[src/rtl/alu_pkg.sv]
// Shared widths, ALU select codes and sequencer state encoding.
package alu_pkg;
    localparam int unsigned DW   = 16;
    localparam int unsigned NREG = 8;
    localparam int unsigned RW   = $clog2(NREG);

    localparam logic [3:0] SEL_PASS_A = 4'b0000;
    localparam logic [3:0] SEL_ADD    = 4'b1001;
    localparam logic [3:0] SEL_DBL    = 4'b1100;
    localparam logic [3:0] SEL_INC    = 4'b1111;

    typedef enum logic [1:0] {
        IDLE    = 2'd0,
        ISSUE   = 2'd1,
        CAPTURE = 2'd2,
        RESP    = 2'd3
    } seq_state_e;
endpackage

[src/rtl/alu_regfile.sv]
// NREG x DW register file: two combinational read ports, one synchronous write port.
module alu_regfile #(
    parameter int unsigned DW   = 16,
    parameter int unsigned NREG = 8,
    parameter int unsigned RW   = $clog2(NREG)
) (
    input  logic          clk,
    input  logic          rst_n,
    input  logic          we,
    input  logic [RW-1:0] waddr,
    input  logic [DW-1:0] wdata,
    input  logic [RW-1:0] raddr_a,
    input  logic [RW-1:0] raddr_b,
    output logic [DW-1:0] rdata_a,
    output logic [DW-1:0] rdata_b
);
    logic [DW-1:0] mem [NREG];

    always_ff @(posedge clk or negedge rst_n) begin
        if (!rst_n) begin
            for (int i = 0; i < int'(NREG); i++) mem[i] <= '0;
        end else if (we) begin
            mem[waddr] <= wdata;
        end
    end

    assign rdata_a = mem[raddr_a];
    assign rdata_b = mem[raddr_b];
endmodule

[src/rtl/alu_cmd_sequencer.sv]
// Issues register-file operands to an external combinational ALU, captures its
// result, optionally writes it back and returns a response.
module alu_cmd_sequencer #(
    parameter int unsigned DW   = alu_pkg::DW,
    parameter int unsigned NREG = alu_pkg::NREG,
    parameter int unsigned RW   = $clog2(NREG)
) (
    input  logic          clk,
    input  logic          rst_n,
    input  logic          cmd_valid,
    output logic          cmd_ready,
    input  logic          cmd_load,
    input  logic [3:0]    cmd_sel,
    input  logic [RW-1:0] cmd_ra,
    input  logic [RW-1:0] cmd_rb,
    input  logic [RW-1:0] cmd_rd,
    input  logic          cmd_we,
    input  logic [DW-1:0] cmd_imm,
    output logic          rsp_valid,
    input  logic          rsp_ready,
    output logic [DW-1:0] rsp_data,
    output logic          rsp_cout,
    output logic          rsp_eq,
    output logic [DW-1:0] alu_in_a,
    output logic [DW-1:0] alu_in_b,
    output logic          alu_cin,
    output logic [3:0]    alu_sel,
    input  logic [DW-1:0] alu_out,
    input  logic          alu_cout,
    input  logic          alu_cmp
);
    import alu_pkg::*;

    seq_state_e    state;
    logic [RW-1:0] rd_q;
    logic          we_q;
    logic          carry;
    logic          accept;
    logic          rf_we;
    logic [RW-1:0] rf_waddr;
    logic [DW-1:0] rf_wdata;
    logic [DW-1:0] rdata_a;
    logic [DW-1:0] rdata_b;

    assign accept   = (state == IDLE) && cmd_ready && cmd_valid;
    assign rf_we    = (accept && cmd_load) || ((state == CAPTURE) && we_q);
    assign rf_waddr = (state == CAPTURE) ? rd_q : cmd_rd;
    assign rf_wdata = (state == CAPTURE) ? alu_out : cmd_imm;

    alu_regfile #(.DW(DW), .NREG(NREG), .RW(RW)) u_regfile (
        .clk     (clk),
        .rst_n   (rst_n),
        .we      (rf_we),
        .waddr   (rf_waddr),
        .wdata   (rf_wdata),
        .raddr_a (cmd_ra),
        .raddr_b (cmd_rb),
        .rdata_a (rdata_a),
        .rdata_b (rdata_b)
    );

    // Commands are fully serialized, so the register file never needs a bypass.
    always_ff @(posedge clk or negedge rst_n) begin
        if (!rst_n) begin
            state     <= IDLE;
            cmd_ready <= 1'b0;
            rsp_valid <= 1'b0;
            rsp_data  <= '0;
            rsp_cout  <= 1'b0;
            rsp_eq    <= 1'b0;
            alu_in_a  <= '0;
            alu_in_b  <= '0;
            alu_sel   <= '0;
            alu_cin   <= 1'b0;
            carry     <= 1'b0;
            rd_q      <= '0;
            we_q      <= 1'b0;
        end else begin
            case (state)
                IDLE: begin
                    if (accept) begin
                        cmd_ready <= 1'b0;
                        rd_q      <= cmd_rd;
                        we_q      <= cmd_we;
                        if (cmd_load) begin
                            rsp_data  <= cmd_imm;
                            rsp_cout  <= 1'b0;
                            rsp_eq    <= 1'b0;
                            rsp_valid <= 1'b1;
                            state     <= RESP;
                        end else begin
                            alu_in_a <= rdata_a;
                            alu_in_b <= rdata_b;
                            alu_sel  <= cmd_sel;
                            alu_cin  <= carry;
                            state    <= ISSUE;
                        end
                    end else begin
                        cmd_ready <= 1'b1;
                    end
                end
                ISSUE: begin
                    state <= CAPTURE;
                end
                CAPTURE: begin
                    rsp_data  <= alu_out;
                    rsp_cout  <= alu_cout;
                    rsp_eq    <= alu_cmp;
                    carry     <= alu_cout;
                    rsp_valid <= 1'b1;
                    state     <= RESP;
                end
                RESP: begin
                    if (rsp_ready) begin
                        rsp_valid <= 1'b0;
                        cmd_ready <= 1'b1;
                        state     <= IDLE;
                    end
                end
                default: state <= IDLE;
            endcase
        end
    end
endmodule

[config.mk]
export PLATFORM = sky130hd
export DESIGN_NAME = alu_cmd_sequencer
export DESIGN_NICKNAME = d
export VERILOG_FILES = /design/src/rtl/alu_pkg.sv /design/src/rtl/alu_regfile.sv /design/src/rtl/alu_cmd_sequencer.sv
export SDC_FILE = /design/constraint.sdc
export NUM_CORES = 1
export LEC_CHECK = 0
export CAP_MARGIN = 15
export CORE_MARGIN = 2
export CORE_UTILIZATION = 60
export DETAILED_ROUTE_END_ITERATION = 10
export DONT_BUFFER_PORTS = 1
export PLACE_DENSITY = 0.88
export RECOVER_POWER = 25
export SYNTH_ARGS = -nofsm -noshare
export SYNTH_HDL_FRONTEND = slang
export SYNTH_SLANG_ARGS = --single-unit
[constraint.sdc]
create_clock -name clk -period 2.6 [get_ports clk]
set_input_delay 0.26 -clock clk [delete_from_list [all_inputs] [get_ports clk]]
set_output_delay 0.26 -clock clk [all_outputs]
set_load 0.01 [all_outputs]
### Word-level counts from Yosys, hierarchy flattened

Index checks and enable logic that the tools add are counted.

| storage, ports and cells | value |
|---|---|
| flip-flop bits (word level) | 192 |
| bits of input ports | 53 |
| output and inout bits | 57 |
| word-level logic and storage cells | 80 |

| operators by class | value |
|---|---|
| $lt $le $gt $ge | 4 |
| equality and inequality tests | 6 |
| muxes and demuxes | 29 |
| bitwise logic cells | 4 |
| reductions and logical operators | 16 |

Operator list:

| kind | number |
|---|---|
| bitwise mux 128 bit | 1 |
| two-way mux 16 bit | 8 |
| binary-select mux 16 bit (select 3 bit) | 2 |
| demux 16 bit (select 3 bit) | 1 |
| case mux 16 bit (2 select lines) | 1 |
| >= comparator 4 bit, second input constant | 3 |
| inverter 3 -> 4 bit | 3 |
| case mux 2 bit (4 select lines) | 1 |
| two-way mux 1 bit | 7 |
| two-way mux 2 bit | 3 |
| != test 2 bit, second input constant | 3 |
| case mux 1 bit (2 select lines) | 3 |
| AND reduction 2 bit | 3 |
| AND reduction 3 bit | 2 |
| logical AND 1 bit | 5 |
| == test 2 bit, second input constant | 2 |
| < comparator 4 x 1 -> 1 bit, second input constant | 1 |
| AND reduction 4 bit | 1 |
| nonzero test 2 bit | 2 |
| two-way mux 3 bit | 1 |
| case mux 1 bit (3 select lines) | 1 |
| nonzero test 3 bit | 1 |
| == test 2 x 1 -> 1 bit, second input constant | 1 |
| logical NOT 2 bit | 1 |
| other kinds (2) | 2 |

### Logic depth before layout (Yosys ltp)

| depth | value |
|---|---|
| word-level depth | 8 |
| gate-level depth with buffers | 7 |
| gate-level depth less buffers | 5 |

### By module

A second synthesis with hierarchy kept.

| second synthesis, totals | value |
|---|---|
| cells, all modules | 579 |
| area total of the unflattened synthesis | 9823.2 µm² |

Modules (own cells, without submodules):

| module | times used | cells an instance | area an instance (µm²) | seq. area each (µm²) |
|---|---|---|---|---|
| alu_regfile | 1 | 393 | 7000.5 | 3203.1 |
| alu_cmd_sequencer | 1 | 186 | 2822.7 | 1601.5 |

### Least setup slack after synthesis

Ideal clock, no wire load.

| timing path | value |
|---|---|
| kind | register -> register |
| from | register state[0] |
| to | register u_regfile.mem[122] (netlist name) |
| setup time | 0.127 ns |
| data arrival time | 2.125 ns |
| data required time | 2.473 ns |
| path slack | 0.348 ns |
| stages on the path, launching flop included | 8 |
| path buffers | 2 |
| clock period less this slack | 2.252 ns |
| cells stage by stage | dfrtp_1 > inv_1 > ha_1 > buf_6 > mux2_2 > a221oi_4 > buf_6 > mux2_1 |

| on the way | value |
|---|---|
| cells in the longest elaborated chain, start to end | 8 |
| elaborated cells between the ends (all ways) | 16 |
| those cells by class | 2 x order compare; 1 x eq/ne; 5 x mux; 1 x bitwise; 7 x reduce/logical |

Ends and longest elaborated chain:

| what | RTL line | source |
|---|---|---|
| from (decl) | alu_cmd_sequencer.sv:34 | `seq_state_e state;` |
| from (signal assigned) | alu_cmd_sequencer.sv:65 | `state <= IDLE;` |
| from (signal assigned) | alu_cmd_sequencer.sv:90 | `state <= RESP;` |
| from (signal assigned) | alu_cmd_sequencer.sv:96 | `state <= ISSUE;` |
| == test 2 bit | alu_cmd_sequencer.sv:46, alu_cmd_sequencer.sv:47, alu_cmd_sequencer.sv:48 |  |
| two-way mux 3 bit | alu_cmd_sequencer.sv:47 | `assign rf_waddr = (state == CAPTURE) ? rd_q : cmd_rd;` |
| inverter 3 -> 4 bit (not written as such) | alu_regfile.sv:23 | `mem[waddr] <= wdata;` |
| >= comparator 4 bit (not written as such) or < comparator 4 x 1 -> 1 bit (tied branches) | alu_regfile.sv:23 |  |
| logical AND 1 bit (not written as such) | alu_regfile.sv:23 |  |
| two-way mux 16 bit (not written as such) | alu_regfile.sv:23 |  |
| demux 16 bit (select 3 bit) | alu_regfile.sv:23 |  |
| bitwise mux 128 bit | alu_regfile.sv:23 |  |
| to (signal, indexed assignment) | alu_regfile.sv:23 |  |
| to (decl) | alu_regfile.sv:17 | `logic [DW-1:0] mem [NREG];` |

Parallel ways exist; a longest one is shown, timed or not.
A chain may end at the register's enable or synchronous reset.

### Final worst setup path

| timing path | value |
|---|---|
| from | register state[0] |
| to | register u_regfile.mem[38] (netlist name) |

Same word-level chain as after synthesis.

==> impl_results.md <==
- Mapped Cells: 727
- Die height: ~130 um
- Max-slew violation count: 0
- Leak Pwr: just under 5 nW
- Fin nets: 785
- Clk buf depth: 2
- Logic pwr share: 31.4%
- Area after DPL: about 10,000 um2
- Clock Sinks: 192
- Critical path required time: 2920 ps
- Max FO, Critical Path: 16
- Total power: 12.6 mW
- CORE AREA: 15,900 um2
- Number of max-cap violations: 0
- Root buffer cell: clkbuf_16
- DRC viols: 0
- DR WL/cell: 25.1 um
- Fin Setup TNS: 0 ps
- Main synth FF type: dfrtp_1
- Peak supply drop: 0.754 mV
- Status: complete, but fails checks
- Mapped Area: slightly below 10,000 um2
- Setup crit end kind: register
- Kind of critical path: register to register
- Synth-to-layout area growth: 10.1%
- Setup Buffers After CTS: 0
- Pwr/cell area: 1170 nW/um2
- CTS Buf Count: 17
- Design area: between 10,000 and 15,000 um2
- Gr usage total: 28.3%
- Netlist cell types: 33
- Crit share post-route: 95.7%
- Die area: 17,300 um2
- Switching Share: 34.3%
- Internal power: approximately 8.3 mW
- Cells on worst reg2reg path: 7
- First-pass GRT wire length: 38.0 mm
- Initial antenna violation count: 0
- Count of final hold-check violations: 192
- RSZ-0062 raised after global routing: no
- Post-synth EDFFs: 0
- Final Util: 67.8%
- CTS tree: done
- Slew HR: ~27%
- Hold Buf Count CTS: 11
- Share of post-route cells with drive strength above 1: between 20% and 30%
- Starting Density: 61.6%
- Largest net degree at the start of global routing: 193
- Routed vias: 6,478
- Sequential-to-total area share from yosys stat: roughly 49%
- P_sw: 4.31 mW
- Setup crit start kind: register
- Power share of the clock group: 22.7%
- Min Tclk post-route: 2490 ps
- Asr flop ratio synth: 100%
- Drt pass-1 iters: 5
- IO Count: between 100 and 150
- HPWL Detailed: between 10 and 15 mm
- YS warnings: 0
- Antenna Violating Nets Remaining: 0
- Seq pwr share: ~46%
- Slew @ Worst Pin: 1090 ps
- CTS clk-pin slew, worst paths: 70 ps
- GR Overflow Total: 0
- Critical path arrival: 2810 ps
- Worst skew pair latency: around 440 ps
- Post-CTS resize count: 0
- Synth Net Count: a little under 800
- Die Wd: 132 um
- # rows: 46
- I/O Buffers: 0
- DR vias/cell: 6.78
- Routability Congestion: a little under 0.9
- Hold Crit Class: primary input to async pin
- Failing checks: negative hold slack
- # diodes: 0
- Hold slack final: -488 ps
- Worst Clk Skew: between 7 and 8 ps
- Fmax achieved: 0.402 GHz
- First DRT Iteration DRCs: 627
- Final WL: between 20 and 25 mm
- Vias in the first global route: 6,883
- CTS H-tree lvls: 4
- Mean Syn Cell Area: 13.5 um2
- Synth Register Bits: between 150 and 200
- Final Setup Violations: 0
-- Yosys cell counts (8+ instances only) --
master	instances	area, um2
dfrtp_1	192	4800
mux2_2	153	1720
mux2_1	80	901
mux2i_1	69	691
nand2_1	38	143
a22o_1	32	280
o22ai_1	32	200
o31ai_1	32	240
clkbuf_1	21	78.8
buf_2	12	60.1
buf_6	9	101
a221oi_4	8	210
inv_1	8	30.0
-- per-stage QoR --
stage | worst slack [ps] | cells | hold WS, ps
2_1_floorplan | 348 | 727 | -35.6
3_3_place_gp | 294 | 913 | -32.5
3_5_place_dp | 164 | 913 | -33.1
4_1_cts | 136 | 956 | -503
5_1_grt | 13.6 | 956 | -502
6_report | 112 | 956 | -488
-- state kept, by name, summed over array words and instances, names as in the netlist --
name and cells:
rsp_valid 1, we_q 1, state 2, rsp_data 16
carry 1, alu_in_b 16, rsp_cout 1, alu_sel 4
alu_in_a 16, u_regfile.mem 128, rsp_eq 1, cmd_ready 1
alu_cin 1, rd_q 3
-- placed cells by master, fill, tap and decap left out, types with 4 or more instances in the layout --
master         count
dlygate4sd3_1     11
bufinv_16          5
a221oi_4           8
o31ai_1           32
o21ai_0            6
buf_12             8
clkbuf_16         17
a22o_1            32
buf_4              9
mux2_1            80
dfrtp_1          192
ha_1               5
inv_1              8
clkbuf_1           4
nand2_1           38
o22ai_1           32
mux2i_1           69
mux2_2           153
-- power groups by stage --
stage / combinational, mW / clock (mW) / sequential (mW)
after floorplan: 3.20 / 0 / 5.33
after global placement: 3.62 / 0 / 5.56
after detailed placement: 3.87 / 0 / 5.74
after CTS: 3.94 / 2.87 / 5.72
after global routing: 4.28 / 3.00 / 5.90
final: 3.95 / 2.85 / 5.76
-- path summary, 6_finish.rpt --
kind / slack (ps) / to / from
max: 110 / u_regfile.mem[38]$_DFFE_PN0P_ / state[0]$_DFFE_PN0P_
min: -490 / cmd_ready$_DFFE_PN0P_ / rst_n
max reg2reg: 110 / u_regfile.mem[38]$_DFFE_PN0P_ / state[0]$_DFFE_PN0P_
min reg2reg: 510 / u_regfile.mem[14]$_DFFE_PN0P_ / u_regfile.mem[14]$_DFFE_PN0P_
max in group asynchronous: 2910 / u_regfile.mem[24]$_DFFE_PN0P_ / rst_n
min in group clk: 50 / state[1]$_DFFE_PN0P_ / cmd_load
-- cells by family after synthesis --
family	Yosys count	synth area share (%)
buf+inv	55	2.99
fa+ha+maj	5	0.639
mux	303	34.1
simple gates	58	2.99
compound gates	114	10.2
flops	192	49.1
-- final cells by class --
| type | instances | area, um2 |
|---|---|---|
| flip-flops and latches | 192 | 4800 |
| clock buffers | 22 | 454 |
| multi-input cells | 480 | 4690 |
| clock inverters | 10 | 184 |
| fillers | 1050 | 5120 |
| inverters | 8 | 30.0 |
| repair buffers | 28 | 338 |
| well taps | 216 | 270 |
-- worst max-delay path, cell delays in order, from the launching register on --
cell	delay, ps
dfrtp_1	410
inv_1	140
ha_1	410
buf_4	260
nand2_4	170
a221oi_4	370
buf_12	230
mux2_1	370
-- metal layers --
metal | routed length [um] | up-vias | share of wire [%] | global-route usage (%)
met2 | 11900 | 311 | 50 | 46.0
met5 | 0 | - | 0 | 0
met1 | 9560 | 3360 | 40 | 35.0
li1 | - | 2739 | - | -
met4 | 871 | 0 | 3.6 | 15.1
met3 | 1610 | 68 | 6.7 | 6.98
Note: power is estimated with default switching activity, not from simulation.
